--- src/rtl/rv_pkg.sv ---
// Shared types and sizes for the RV32 register-file write scheduler.
// Latency: n/a. Backpressure: n/a.
package rv_pkg;

    localparam int XLEN   = 32;
    localparam int REG_AW = 5;
    localparam int NREG   = 32;

    typedef enum logic [1:0] {
        EMPTY = 2'd0,
        HELD  = 2'd1,
        FORCE = 2'd2
    } buf_state_t;

endpackage

--- src/rtl/rf_scoreboard.sv ---
// Pending-write scoreboard for long-latency destinations; raises the issue stall on RAW/WAW.
// Latency: stall is combinational; set/clear take effect at the next clock edge.
// Backpressure: none of its own; iss_stall is the backpressure it produces for decode.
module rf_scoreboard
    import rv_pkg::*;
(
    input  logic              clk,
    input  logic              rst_n,
    input  logic              iss_valid,
    input  logic [REG_AW-1:0] iss_rs1,
    input  logic [REG_AW-1:0] iss_rs2,
    input  logic              iss_use_rs1,
    input  logic              iss_use_rs2,
    input  logic [REG_AW-1:0] iss_rd,
    input  logic              iss_long,
    input  logic              clr_en,
    input  logic [REG_AW-1:0] clr_rd,
    output logic              iss_stall
);

    localparam logic [NREG-1:0] X0_MASK = ~(NREG'(1));

    logic [NREG-1:0] pend;
    logic [NREG-1:0] set_vec;
    logic [NREG-1:0] clr_vec;

    // No bypass: a register written this cycle still blocks issue.
    assign iss_stall = iss_valid & ((iss_use_rs1 & pend[iss_rs1]) |
                                    (iss_use_rs2 & pend[iss_rs2]) |
                                    pend[iss_rd]);

    always_comb begin
        set_vec = '0;
        clr_vec = '0;
        if (iss_valid && iss_long && !iss_stall && (iss_rd != '0))
            set_vec = NREG'(1) << iss_rd;
        if (clr_en)
            clr_vec = NREG'(1) << clr_rd;
    end

    always_ff @(posedge clk or negedge rst_n) begin
        if (!rst_n)
            pend <= '0;
        else
            pend <= ((pend & ~clr_vec) | set_vec) & X0_MASK;
    end

endmodule

--- src/rtl/rf_wb_sched.sv ---
// Shares the register-file write port between pipeline writeback (priority) and a 1-entry long-unit buffer.
// Latency: pipeline write is combinational; a long result writes 1..STARVE_LIMIT+1 cycles after acceptance.
// Backpressure: lu_ready drops while the buffer is occupied; wb_hold steals one WB slot when the buffer starves.
module rf_wb_sched
    import rv_pkg::*;
#(
    parameter int STARVE_LIMIT = 4
) (
    input  logic              clk,
    input  logic              rst_n,
    input  logic              iss_valid,
    input  logic [REG_AW-1:0] iss_rs1,
    input  logic [REG_AW-1:0] iss_rs2,
    input  logic              iss_use_rs1,
    input  logic              iss_use_rs2,
    input  logic [REG_AW-1:0] iss_rd,
    input  logic              iss_long,
    output logic              iss_stall,
    input  logic              wb_valid,
    input  logic              wb_we,
    input  logic [REG_AW-1:0] wb_rd,
    input  logic [XLEN-1:0]   wb_wd,
    output logic              wb_hold,
    input  logic              lu_valid,
    input  logic [REG_AW-1:0] lu_rd,
    input  logic [XLEN-1:0]   lu_wd,
    output logic              lu_ready,
    output logic              rf_wen,
    output logic [REG_AW-1:0] rf_wr,
    output logic [XLEN-1:0]   rf_wd
);

    localparam logic [3:0] CNT_LAST = 4'(STARVE_LIMIT - 1);

    buf_state_t        state, state_nxt;
    logic [3:0]        cnt, cnt_nxt;
    logic [REG_AW-1:0] buf_rd;
    logic [XLEN-1:0]   buf_wd;
    logic              capture;
    logic              buf_wr;
    logic              slot_free;
    logic              wen_raw;

    assign slot_free = !wb_valid || !wb_we || (wb_rd == '0);

    always_ff @(posedge clk or negedge rst_n) begin
        if (!rst_n) begin
            state  <= EMPTY;
            cnt    <= '0;
            buf_rd <= '0;
            buf_wd <= '0;
        end else begin
            state <= state_nxt;
            cnt   <= cnt_nxt;
            if (capture) begin
                buf_rd <= lu_rd;
                buf_wd <= lu_wd;
            end
        end
    end

    always_comb begin
        state_nxt = state;
        cnt_nxt   = cnt;
        lu_ready  = 1'b0;
        wb_hold   = 1'b0;
        capture   = 1'b0;
        buf_wr    = 1'b0;
        case (state)
            EMPTY: begin
                lu_ready = 1'b1;
                if (lu_valid) begin
                    capture   = 1'b1;
                    cnt_nxt   = '0;
                    state_nxt = HELD;
                end
            end
            HELD: begin
                if (slot_free) begin
                    buf_wr    = 1'b1;
                    state_nxt = EMPTY;
                end else if (cnt == CNT_LAST) begin
                    state_nxt = FORCE;
                end else begin
                    cnt_nxt = cnt + 4'd1;
                end
            end
            FORCE: begin
                // Pipeline is frozen and re-presents its result next cycle.
                wb_hold   = 1'b1;
                buf_wr    = 1'b1;
                state_nxt = EMPTY;
            end
            default: state_nxt = EMPTY;
        endcase
    end

    always_comb begin
        if (buf_wr) begin
            wen_raw = (buf_rd != '0);
            rf_wr   = buf_rd;
            rf_wd   = buf_wd;
        end else begin
            wen_raw = !slot_free;
            rf_wr   = wb_rd;
            rf_wd   = wb_wd;
        end
    end

    // The pipeline path is combinational, so it must be gated explicitly while in reset.
    assign rf_wen = wen_raw & rst_n;

    rf_scoreboard u_sb (
        .clk         (clk),
        .rst_n       (rst_n),
        .iss_valid   (iss_valid),
        .iss_rs1     (iss_rs1),
        .iss_rs2     (iss_rs2),
        .iss_use_rs1 (iss_use_rs1),
        .iss_use_rs2 (iss_use_rs2),
        .iss_rd      (iss_rd),
        .iss_long    (iss_long),
        .clr_en      (buf_wr),
        .clr_rd      (buf_rd),
        .iss_stall   (iss_stall)
    );

endmodule

--- config.mk ---
export PLATFORM = sky130hd
export DESIGN_NAME = rf_wb_sched
export DESIGN_NICKNAME = d
export VERILOG_FILES = /design/src/rtl/rv_pkg.sv /design/src/rtl/rf_scoreboard.sv /design/src/rtl/rf_wb_sched.sv
export SDC_FILE = /design/constraint.sdc
export NUM_CORES = 1
export LEC_CHECK = 0
export ABC_AREA = 1
export BUFFER_PORTS_ARGS = -buffer_cell sky130_fd_sc_hd__buf_2
export CORE_MARGIN = 2
export CORE_UTILIZATION = 48
export CTS_CLUSTER_DIAMETER = 40
export CTS_CLUSTER_SIZE = 12
export DETAILED_ROUTE_END_ITERATION = 7
export GPL_TIMING_DRIVEN = 1
export MAX_ROUTING_LAYER = met4
export PLACE_DENSITY = 0.76
export SYNTH_ARGS = -nofsm -noshare
export SYNTH_HDL_FRONTEND = slang
export SYNTH_SLANG_ARGS = --single-unit
--- constraint.sdc ---
create_clock -name clk -period 1.75 [get_ports clk]
set_input_delay 0.35 -clock clk [delete_from_list [all_inputs] [get_ports clk]]
set_output_delay 0.35 -clock clk [all_outputs]
set_load 0.01 [all_outputs]
After elaboration in Yosys (flattened, before gate mapping)

Index checks and enable logic that the tools add are counted.

Bits of input ports: 98
Memory bits (read-only): 0
Logic and storage cells: 68
Output and inout bits: 41
Bits in latches: 0
Register bits: 74
Memories kept: 0
Bits in writable memories: 0

Div/mod/pow operators: 0
Reduce and logical (&&, ||, !) cells: 16
Mux-type cells: 25
Eq/ne operators: 7
Shifts and indexed selects: 2
Add/subtract/negate cells: 1
Bitwise operators: 9
$mul: 0
$lt $le $gt $ge: 3

Operator list:

| operator             | number |
|---|---|
| $mux 32              | 3 |
| $shl 1x5->32 const A | 2 |
| $and 32x32->32       | 1 |
| $not 32->32          | 1 |
| $or 32x32->32        | 1 |
| $lt 5x6->1 const B   | 3 |
| $bmux 1 s5           | 3 |
| $mux 4               | 3 |
| $reduce_bool 5->1    | 2 |
| $mux 1               | 9 |
| $pmux 4 s2           | 1 |
| $mux 2               | 3 |
| $ne 2x2->1 const B   | 3 |
| $logic_not 5->1      | 1 |
| $mux 5               | 1 |
| $add 4x1->4 const B  | 1 |
| $and 1x1->1          | 4 |
| $eq 4x2->1 const B   | 1 |
| $logic_not 1->1      | 4 |
| $pmux 2 s2           | 1 |
| $reduce_and 4->1     | 1 |
| $logic_and 1x1->1    | 3 |
| $ne 3x3->1 const B   | 1 |
| $eq 2x1->1 const B   | 1 |
| other kinds (7)      | 9 |

Logic depth before layout (Yosys ltp)

Depth in word-level cells: 11
Depth in mapped cells: 14
Mapped depth without buffers: 12

Hierarchy

Synthesis repeated with hierarchy kept, for this count alone.

Cells, all modules: 724
Area total of the unflattened synthesis: 4986.0 um2

Modules (own cells, without submodules):

| module        | times used | area each (um2) | cells each | sequential area each (um2) |
|---|---|---|---|---|
| rf_scoreboard | 1          | 2677.6          | 462        | 775.7 |
| rf_wb_sched   | 1          | 2308.5          | 262        | 1076.0 |

Worst setup path after synthesis

Ideal clock, no wire load.

Path kind: register to output
From: reg state[1]
To: out rf_wr[4]
Stages on the path, launching flop included: 10
Arrival: 1624 ps
Setup slack: -224 ps
Path buffers: 1
Data required time: 1400 ps
Cell sequence: dfrtp_1 inv_1 ha_1 inv_1 nor2_1 o21ai_1 inv_2 nand2_1 clkbuf_1 o21ai_0

Cells in the longest elaborated chain, start to end: 3
Elaborated cells between the ends (all ways): 4
Those cells by class: eq/ne: 2; mux: 2

RTL lines:

| what                                     | RTL line          | source |
|---|---|---|
| from (decl)                              | rf_wb_sched.sv:35 | `buf_state_t state, state_nxt;` |
| from (signal assigned)                   | rf_wb_sched.sv:53 | `state <= state_nxt;` |
| $eq 2x2->1 or $eq 2x1->1 (tied branches) | rf_wb_sched.sv:69 | `case (state)` |
| $pmux 1 s2 (*)                           | rf_wb_sched.sv:69 |  |
| $mux 5 (*)                               | rf_wb_sched.sv:99 | `if (buf_wr) begin` |
| to (decl)                                | rf_wb_sched.sv:29 | `output logic [REG_AW-1:0] rf_wr,` |

Every way passes the cells marked *; elsewhere a longest branch is shown, timed or not.

Worst setup path in the final report

From: reg state[1]
To: out rf_wd[28]

Cells in the longest elaborated chain, start to end: 3
Elaborated cells between the ends (all ways): 4
Those cells by class: eq/ne: 2; mux: 2

RTL lines:

| what                                     | RTL line          | source |
|---|---|---|
| $eq 2x2->1 or $eq 2x1->1 (tied branches) | rf_wb_sched.sv:69 |  |
| $pmux 1 s2 (*)                           | rf_wb_sched.sv:69 |  |
| $mux 32 (*)                              | rf_wb_sched.sv:99 |  |
| to (decl)                                | rf_wb_sched.sv:30 | `output logic [XLEN-1:0] rf_wd` |

Marked as above.

==> flow_summary.ini <==
[synthesis]
synth_commonest_cells = 319 x nand2_1, 109 x nand3_1, 74 x dfrtp_1
syn-cell-area_um2 = 4890
async_reset_ff_share_pct = 100
yosysTopAreaCellShare_pct = 37.8
yosys_register_bits = 74
synthFlopType = dfrtp_1
yosys-top-cells-area = dfrtp_1 38%, nand2_1 24%, nand3_1 11%
avgSynthCellArea_um2 = 6.30
synth.distinct_cells = 24
synth_edf_count = 0
synth-seq-area-share_pct = 37.8
synth_top_cell_by_area = dfrtp_1
yosysWarnings = 0
synth.most_common_cell = nand2_1
syn-num-nets = 879
syn_inst = 777

[clock_tree]
cts_buffers = 9
cts-root-buf = clkbuf_8
path_clk_slew_ns = 0.08
clockBufferDepth = 2
ctsHtreeMaxLevel = 3
insertion_delay_ns = 0.36
clock-sinks = 74
cts_tree = built

[route]
final_antenna_net_count = 0
routedWlPerCell_um = 16.3
vias_per_cell = 5.58
wl_met1_um = 7050
dr_wl_met2_um = 8790
drtPass1Iterations = 5
drt-total-wl_um = 18000
wl_met3_um = 1680
drtIter0Drc = 559
vias = 6184
drcViolationCount = 0
top_layer = met4

[timing]
fmax_mhz = 448
min_period_over_period_pct = 128
rsz0062_at_grt = true
slew_violations = 0
clock_skew_ns = 0.0130
relSlewSlack_pct = 71.0
finalCriticalPeriod_ns = 2.23
hold_viol_final = 0
tns_ns = -17.37
report.final.setup_viol = 39
worst_slew_pin_slew_ns = 0.435
setup_ws_ns = -0.482
holdWs_ns = 0.0159

[worst_setup_path]
max_stage_delay_ns = 0.41
worst-path-buf-inv = 6
regToRegStartpoint = state[1]
cp.required_ns = 1.40
r2r_setup_slack_ns = 0
cp_top_family = buffers and inverters
setup.worst_path.start = state[1]
crit_path_cell_trace = inv_2 -> ha_4 -> inv_4 -> nor2_4 -> o21ai_4 -> buf_6 -> inv_8 -> clkbuf_16 -> nand2_2 -> nand2_1 -> buf_2
crit_type = reg2out
start_kind = flip-flop
arrival_ns = 1.88
slowest_stage = dfrtp_1
crit_fanout = 6
worstSetupEndpointType = output pin

[grt]
grt-ovfl-total = 0
antenna_found_initial = 0
grt_pass1_vias = 5605
grt_max_degree = 75
grt_pass1_wl_um = 27300
grt_usage_pct = 31.4

[cells_and_area]
n_fill_cell = 798
area_growth_pct = 46.0
final_cell_area_um2 = 7140
final_nets = 1074
regArea_um2 = 1860
drive_gt1_share_pct = 35.5
antennaDiodeCount = 0
multi_input_area_um2 = 3010

[floorplan]
die_y_um = 105
die_w_um = 105
rows = 36
start_util_pct = 49.8
num_io_pins = 139
dieArea_um2 = 11000
core_area_um2 = 9820

[worst_hold_path]
hold_class = in2async

[power]
p_int_mw = 5.57
p_leak_nw = 3.79
clkPwrFrac_pct = 16.5
irDropWorstVdd_mv = 1.11
p_seq_share_pct = 29.2
p_sw_mw = 4.31
comb_power_share_pct = 54.3
p_sw_share_pct = 43.6
p_per_area_nw_per_um2 = 1380
finalPower_mw = 9.88

[place]
portBuffers = 138
placed_area_um2 = 6150
dp_slack_ns = -0.818
gp_congestion = 1.09
dp_hpwl_um = 11600

[flow_run]
maxCapViolCount = 0

[status]
status = finished with violations
violations = negative setup slack
-- per-stage QoR --
step	instances	utilization (%)
after floorplan	777	-
after global placement	1072	62.7
after detailed placement	1072	62.7
after CTS	1098	68.0
after global routing	1109	72.8
final	1109	72.8
-- logic make-up (layout without fill, tap and decap cells) --
kind of cell	after synthesis	after routing	share of synthesized area [%]
AO/OA/AOI/OAI	70	70	8.15
adder cells (fa/ha/maj)	4	4	1.02
buffers and inverters	104	302	8.59
flip-flops	74	74	37.8
AND/OR/NAND/NOR	525	526	44.4
-- cell type report --
cell class	instances	area share [%]
flip-flops and latches	74	26.1
repair buffers	227	22.9
inverters	60	3.29
clock buffers	9	1.73
multi-input cells	600	42.1
well taps	133	2.33
clock inverters	6	1.58
-- power by group through the flow --
stage | registers [mW] | logic [mW] | clock network (mW)
floorplan | 2.61 | 2.46 | 0
finish | 2.88 | 5.37 | 1.63
detailed placement | 2.79 | 3.91 | 0
global placement | 2.79 | 3.84 | 0
global route | 2.95 | 5.81 | 1.72
CTS | 2.80 | 4.53 | 1.63
-- repair_timing --
item | 4_1_cts | 5_1_grt
gates resized for setup | 50 | 98
cloned | 3 | 5
pin swaps | 12 | 28
endpoints found under the setup margin | 70 | 74
hold buffers | 0 | 0
setup buffers | 8 | 6
-- flip-flops by register name (all words and copies together), names as in the netlist --
| name | cells |
|---|---|
| state | 2 |
| cnt | 4 |
| buf_wd | 32 |
| u_sb.pend | 31 |
| buf_rd | 5 |
-- layer usage --
metal / track usage (%) / vias up
li1: - / 2884
met1: 41.2 / 2883
met5: - / -
met2: 49.3 / 367
met3: 5.68 / 50
met4: 10.7 / 0
-- worst reg2reg max path, stage by stage, from the launching register on --
cell     delay (ns)
dfrtp_1        0.41
inv_2          0.11
ha_4           0.16
inv_4          0.04
nor2_4         0.11
o21ai_4        0.08
buf_12         0.16
buf_16         0.15
buf_6          0.13
o31ai_2        0.21
nand2_1        0.09
-- final timing paths --
path,depth (start not counted),to
worst max register to register,10,u_sb.pend[7]
min in group clk,3,buf_wd[11]
worst max-delay path,11,rf_wd[28]
max in group asynchronous,2,u_sb.pend[1]
worst min register to register,2,buf_wd[19]
worst min-delay path,2,state[0]
-- cells in the final DEF, fill, tap and decap left out, types with 3 or more instances in the layout --
cell,n
o22ai_1,3
o21ai_1,13
a21oi_1,9
dfrtp_1,65
nor2_1,66
nor2_4,4
buf_12,10
o21ai_0,15
o31ai_4,6
nand2_2,31
inv_2,15
ha_4,3
buf_4,64
nand2_1,286
inv_1,39
buf_6,12
o21ai_2,7
nand3_1,105
bufinv_16,3
buf_2,135
nand4_1,14
clkbuf_8,9
dfrtp_2,9
clkinv_1,4
a21oi_2,4
nor2_2,4
nand2_4,4
clkbuf_16,3
o31ai_2,9
nor4_1,5
nand3_2,4
Power figures use the tool's default switching activity.
